<file path="src/rtl/axis_sc_fifo.sv">
// -----------------------------------------------------------------------------
// axis_sc_fifo
//
// Single-clock AXI-Stream FIFO. Buffers up to DEEP words between a producer
// and a consumer on the same clock. It exports the fill level and
// almost-full/almost-empty threshold flags, and supports a synchronous flush.
//
// Parameters
//   WIDTH        data width in bits
//   DEEP         capacity in words (power of two, >= 2)
//   AFULL_LEVEL  almost_full asserts when level >= AFULL_LEVEL (1..DEEP)
//   AEMPTY_LEVEL almost_empty asserts when level <= AEMPTY_LEVEL (0..DEEP-1)
//
// Ports
//   clk          single clock, rising edge
//   rst_n        asynchronous active-low reset (pointers and flags only)
//   flush        synchronous discard of all stored words
//   s_rx_tdata   input data
//   s_rx_tvalid  input valid
//   s_rx_tready  input ready (registered)
//   m_tx_tdata   output data (combinational read of the head entry)
//   m_tx_tvalid  output valid (level != 0)
//   m_tx_tready  output ready
//   level        number of stored words (registered)
//   almost_full  registered threshold flag
//   almost_empty registered threshold flag
// -----------------------------------------------------------------------------
module axis_sc_fifo #(
  parameter int WIDTH        = 12,
  parameter int DEEP         = 32,
  parameter int AFULL_LEVEL  = 28,
  parameter int AEMPTY_LEVEL = 4
) (
  input  logic                     clk,
  input  logic                     rst_n,
  input  logic                     flush,
  input  logic [WIDTH-1:0]         s_rx_tdata,
  input  logic                     s_rx_tvalid,
  output logic                     s_rx_tready,
  output logic [WIDTH-1:0]         m_tx_tdata,
  output logic                     m_tx_tvalid,
  input  logic                     m_tx_tready,
  output logic [$clog2(DEEP):0]    level,
  output logic                     almost_full,
  output logic                     almost_empty
);

  localparam int AW = $clog2(DEEP);
  localparam int PW = AW + 1;

  localparam logic [PW-1:0] ONE      = PW'(1);
  localparam logic [PW-1:0] DEEP_L   = PW'(DEEP);
  localparam logic [PW-1:0] AFULL_L  = PW'(AFULL_LEVEL);
  localparam logic [PW-1:0] AEMPTY_L = PW'(AEMPTY_LEVEL);

  // Storage has no reset; only pointers and flags are cleared.
  logic [WIDTH-1:0] mem [DEEP];

  // Pointers carry an extra wrap bit so full and empty are distinguishable
  // and both wrap modulo 2*DEEP.
  logic [PW-1:0] wp;
  logic [PW-1:0] rp;
  logic [PW-1:0] level_next;

  logic wr;
  logic rd;

  // A flush cycle swallows any handshake that would otherwise complete.
  assign wr = s_rx_tvalid && s_rx_tready && !flush;
  assign rd = m_tx_tvalid && m_tx_tready && !flush;

  assign m_tx_tvalid = (level != '0);
  assign m_tx_tdata  = mem[rp[AW-1:0]];

  always_comb begin
    level_next = level;
    if (flush) begin
      level_next = '0;
    end else begin
      case ({wr, rd})
        2'b10:   level_next = level + ONE;
        2'b01:   level_next = level - ONE;
        default: level_next = level;
      endcase
    end
  end

  // Control state: pointers, level, ready and threshold flags. Ready and
  // flags are registered from level_next so they agree with level in the
  // same cycle; a read at full therefore only reopens ready next cycle.
  always_ff @(posedge clk or negedge rst_n) begin
    if (!rst_n) begin
      wp           <= '0;
      rp           <= '0;
      level        <= '0;
      s_rx_tready  <= 1'b0;
      almost_full  <= 1'b0;
      almost_empty <= 1'b1;
    end else begin
      if (flush) begin
        wp <= '0;
        rp <= '0;
      end else begin
        if (wr) wp <= wp + ONE;
        if (rd) rp <= rp + ONE;
      end
      level        <= level_next;
      s_rx_tready  <= (level_next != DEEP_L) && !flush;
      almost_full  <= (level_next >= AFULL_L);
      almost_empty <= (level_next <= AEMPTY_L);
    end
  end

  // Data storage: written only on an accepted word.
  always_ff @(posedge clk) begin
    if (wr) mem[wp[AW-1:0]] <= s_rx_tdata;
  end

endmodule
</file>
<file path="config.mk">
export PLATFORM = sky130hd
export DESIGN_NAME = axis_sc_fifo
export DESIGN_NICKNAME = d
export VERILOG_FILES = /design/src/rtl/axis_sc_fifo.sv
export SDC_FILE = /design/constraint.sdc
export NUM_CORES = 1
export LEC_CHECK = 0
export ABC_AREA = 1
export ABC_CLOCK_PERIOD_IN_PS = 2900
export CAP_MARGIN = 10
export CORE_MARGIN = 2
export CORE_UTILIZATION = 50
export DETAILED_ROUTE_END_ITERATION = 7
export PLACE_DENSITY = 0.67
export SYNTH_ARGS = -nofsm -noshare
export SYNTH_HDL_FRONTEND = slang
export SYNTH_SLANG_ARGS = --single-unit
</file>
<file path="constraint.sdc">
create_clock -name clk -period 2.9 [get_ports clk]
set_clock_uncertainty 0.2 [all_clocks]
set_input_delay 0.87 -clock clk [delete_from_list [all_inputs] [get_ports clk]]
set_output_delay 0.87 -clock clk [all_outputs]
set_load 0.005 [all_outputs]
</file>
Word level (Yosys, flattened, before mapping). Memory sizes are Yosys's and may differ from the RTL's. Index checks and enable logic that the tools add are counted. W data, S select, Z words.

Add/sub/neg operators: 4. $lt $le $gt $ge: 2. Eq/ne operators: 3. Muxes and demuxes: 8. Reductions and logical operators: 9.

Operators with widths (count): $mux W6 (5); $add A6 B1 Y6 const B (3); $pmux W6 S2 (1); $ge A6 B5 Y1 const B (1); $le A6 B3 Y1 const B (1); $ne A6 B6 Y1 const B (1); $reduce_bool A6 Y1 (1); $sub A6 B1 Y6 const B (1); $logic_and A1 B1 Y1 (5); $reduce_bool A2 Y1 (2); $eq A2 B1 Y1 const B (1); $eq A2 B2 Y1 const B (1); $mux W1 (2); $logic_not A1 Y1 (1).

Bits in registers: 21. RAM bits: 384. Bits of input ports: 17. Output and inout bits: 22. Logic and storage cells: 33. Memories: 1.

Memory list: mem (depth 32, bits a word 12, rd ports 1, clocked after Yosys merged registers in 0, wr ports 1, RTL line 57) `logic [WIDTH-1:0] mem [DEEP];`.

Logic depth before layout (Yosys ltp).
Depth after elaboration: 8. Mapped depth: 16. Depth with buffers taken out: 16.

Least setup slack after synthesis. OpenSTA, ideal clock, no wires.

Path kind: input-to-reg. Start: in flush. End: reg s_rx_tready. Arrival time: 2.654 ns. Data required time: 2.572 ns. Setup slack: -0.082 ns. Cell stages on the path: 14. Buffers on the path: 1. Path through: clkbuf_1 -> nor2_1 -> inv_1 -> ha_1 -> ha_1 -> nand2_1 -> nor2_1 -> nand2_1 -> nand3_1 -> nand2_1 -> nand3_1 -> nand2_1 -> nor2_1 -> nor2_1.

Word-level cells in the longest chain between the ends: 7. Elaborated cells between the ends (all ways): 9.

Ends and longest elaborated chain: start: declaration (RTL line 36) `input logic flush,`; $logic_not A1 Y1 (RTL line 69, 70, 108); $logic_and A1 B1 Y1, on equally long branches (RTL line 70, 69); $eq A2 B1 Y1 / $eq A2 B2 Y1 (equally long branches) (RTL line 80) `case ({wr, rd})`; $pmux W6 S2 (RTL line 80); $mux W6 (RTL line 77) `if (flush) begin`; $ne A6 B6 Y1 (RTL line 108) `s_rx_tready <= (level_next != DEEP_L) && !flush;`; $logic_and A1 B1 Y1 (*) (RTL line 108); end signal: assignment (RTL line 108); end: declaration (RTL line 39) `output logic s_rx_tready,`.

Mark *: on every way between the ends. The rest lies on a longest branch, timed or not. A chain may end at the register's enable or synchronous reset.

Worst setup path after layout.
Start: reg rp[0]. End: out m_tx_tdata[11].

Word-level cells in the longest chain between the ends: 1.

Ends and longest elaborated chain: start: declaration (RTL line 62) `logic [PW-1:0] rp;`; start signal: assignment (RTL line 105) `if (rd) rp <= rp + ONE;`; $mem_v2 Z32 W12; end: declaration (RTL line 40) `output logic [WIDTH-1:0] m_tx_tdata,`.

No other way between the ends.

==> results.ini <==
[global_route]
grt_util_met3 = 0.03678
grt_max_degree = 39
grtUsageMet1 = 0.3539
grt_pass1_vias = 10940
grt_overflow = 0
grt_use_total = 0.2563
grt-busiest-layer = met2
antenna_found_initial = 0
grtUsageMet2 = 0.4285
grt_pass1_wl_mm = 65.02

[power]
power_frac_seq = 0.431
power_switching_share = 0.2679
power_density_nw_per_um2 = 715.5
power.switching_mw = 4.024
cellLeakagePower_nw = 7.756
peakVddDrop_uv = 480.1
p_int_mw = 10.99
finalPower_mw = 15.02
pwr-share-comb = 0.221
p_clk_frac = 0.348

[synthesis]
yosys_warnings = 0
yosysSeqAreaShare = 0.7286
netlist_area_um2 = 16480
avgSynthCellArea_um2 = 11.97
synth_edf_count = 384
syn-instance-count = 1377
ys_ff_latch = 403
synth.distinct_cells = 29
yosys.area.top_type = edfxtp_1
synth_flop_cell = edfxtp_1
async_flop_share = 0.04715
synth_area_leaders = edfxtp_1 70%, nand2_1 6.7%, nor2_1 4.3%
synth.net_count = 1405
synth.top_cell.area_share = 0.6997

[timing]
fmax_ghz = 0.2894
tightest_slew_ns = 0.4606
period_needed_ns = 3.455
layout_setup_ws_ns = -0.5554
final.setup.tns_ns = -6.104
maxSlewViolCount = 0
grt_setup_unrepaired = yes
finalHoldViolCount = 0
finalSetupViolCount = 12
slew_headroom = 0.6930
period_share = 1.192

[route]
detail-route-antenna-nets = 0
vias = 11580
wire_per_inst_um = 21.60
finalWirelength_mm = 44.13
vias_per_cell = 5.666
first_pass_iters = 6
drt_first_iter_violations = 1189
drcViolationCount = 0

[clocking]
h-tree-depth = 2
clock_path_buffers = 3
root_buffer = clkbuf_16
numCtsBuffers = 42
cts_tree = yes
cts_hold_buf = 0
cts.sinks = 403
cts.clk_slew.worst_paths_ns = 0.06
clkLatencyLatePin_ns = 0.53

[critical_path]
reg2reg_from = level[4]$_DFF_PN0_
startpoint_type = flip-flop
timing.rr.end = s_rx_tready$_DFF_PN0_
crit_type = reg -> out
rr_worst_depth = 14
reg2reg_setup_slack_ns = 0.33
critPathRequiredTime_ns = 1.83
crit_fanout = 8
end_kind = primary output
arrival_ns = 2.39

[floorplanning]
die_h_um = 185.5
initial_utilization = 0.5065
row_count = 66
ios = 39
fp.coreArea_um2 = 32540
dieArea_um2 = 34430
fp.dieW_um = 185.5

[layout]
fill_cells = 2376
antennaDiodeCount = 0
utilization = 0.6451
final_cell_mix = 384 x edfxtp_1, 253 x nand2_1, 176 x nor2_1
multi_input_area_um2 = 4387
regArea_um2 = 12010
layout-drive-gt1-share = 0.2405
fin_area_um2 = 20990
final_common_cell = edfxtp_1
fin_nets = 1596
synthToLayoutAreaGrowth_pct = 27.36

[worst_hold_path]
hp-start = wp[3]$_DFFE_PN0P_
min_path_cells = 1
whs_endpoint = wp[3]$_DFFE_PN0P_
hp-class = reg -> reg

[place]
dpl_cell_area_um2 = 18470
port_buffers = 38
post-place-ws_ns = -0.3973
gp_congestion = 0.8287
hpwl_mm = 24.55

[outcome]
status = complete, but fails checks
violations = negative setup slack

[flow_run]
cap_violations = 0

-- metal layers --
| metal | routed length [um] | vias up |
|---|---|---|
| met5 | 0 | - |
| met4 | 1207 | 0 |
| met3 | 3359 | 89 |
| met2 | 21500 | 522 |
| met1 | 18060 | 5686 |
| li1 | - | 5279 |
-- worst max-delay path: stages (launching register included) --
cell     delay (ns)
dfrtp_4        0.56
buf_12         0.18
buf_12         0.14
buf_8          0.13
buf_4          0.13
nand2_1        0.05
a21oi_1        0.08
nor2_2         0.19
nand2_2        0.11
nand3_2        0.09
nand2_2        0.06
buf_6          0.12
-- power by group through the flow --
stage          sequential (mW)  combinational [mW]  clock (mW)
2_1_floorplan             6.58                1.32           0
3_3_place_gp              6.59                2.32           0
3_5_place_dp              6.59                2.35           0
4_1_cts                   6.47                3.00        5.28
5_1_grt                   6.48                3.56        5.51
6_report                  6.47                3.32        5.23
-- per-stage QoR --
step / std cells / hold WS, ns
2_1_floorplan: 1377 / 0.3140
3_3_place_gp: 1920 / 0.3445
3_5_place_dp: 1920 / 0.3458
4_1_cts: 2027 / 0.3574
5_1_grt: 2043 / 0.3786
6_report: 2043 / 0.3565
-- registers in the layout, summed over array words and instances (netlist names) --
register,cells
almost_empty,1
almost_full,1
level,6
mem,384
rp,5
s_rx_tready,1
wp,5
-- layout make-up --
type                       count  area share
inverter                      43    0.008286
clock buffer                  50     0.05347
tap                          442     0.02635
timing repair buffer         221      0.1204
clock inverter                27     0.01025
sequential                   403      0.5723
multi-input combinational    857      0.2090
-- kinds of logic after synthesis --
logic type | after synthesis | synth area share
compound gates | 308 | 0.1031
fa+ha+maj | 11 | 0.008807
xor+xnor | 3 | 0.001595
flops | 403 | 0.7286
simple gates | 535 | 0.1260
buf+inv | 117 | 0.03189
-- synth_stat cells, types with 10 or more instances --
library cell	instances
edfxtp_1	384
nand2_1	294
nor2_1	190
o21ai_0	108
a21oi_1	67
o22ai_1	49
nand3_1	46
o21ai_1	46
inv_1	41
buf_2	32
clkbuf_1	30
a21boi_0	29
dfrtp_1	18
ha_1	10
-- how the worst max path moves through the flow --
stage | slack [ns] | startpoint | cells after the start | to
3_3_place_gp | -0.38 | s_rx_tvalid | 16 | s_rx_tready$_DFF_PN0_
3_5_place_dp | -0.40 | s_rx_tvalid | 16 | s_rx_tready$_DFF_PN0_
2_1_floorplan | 0.0001 | flush | 13 | s_rx_tready$_DFF_PN0_
6_report | -0.56 | rp[0]$_DFFE_PN0P_ | 11 | m_tx_tdata[11]
5_1_grt | -0.63 | rp[0]$_DFFE_PN0P_ | 12 | m_tx_tdata[11]
4_1_cts | -0.59 | rp[0]$_DFFE_PN0P_ | 11 | m_tx_tdata[10]
-- repair_timing --
action / CTS / global route
pin swaps: 68 / 72
gates resized for setup: 172 / 99
buffers inserted: 21 / 13
gates cloned: 9 / 4
endpoints found under the setup margin: 12 / 16
No activity file was read; power rests on OpenSTA's default activity.
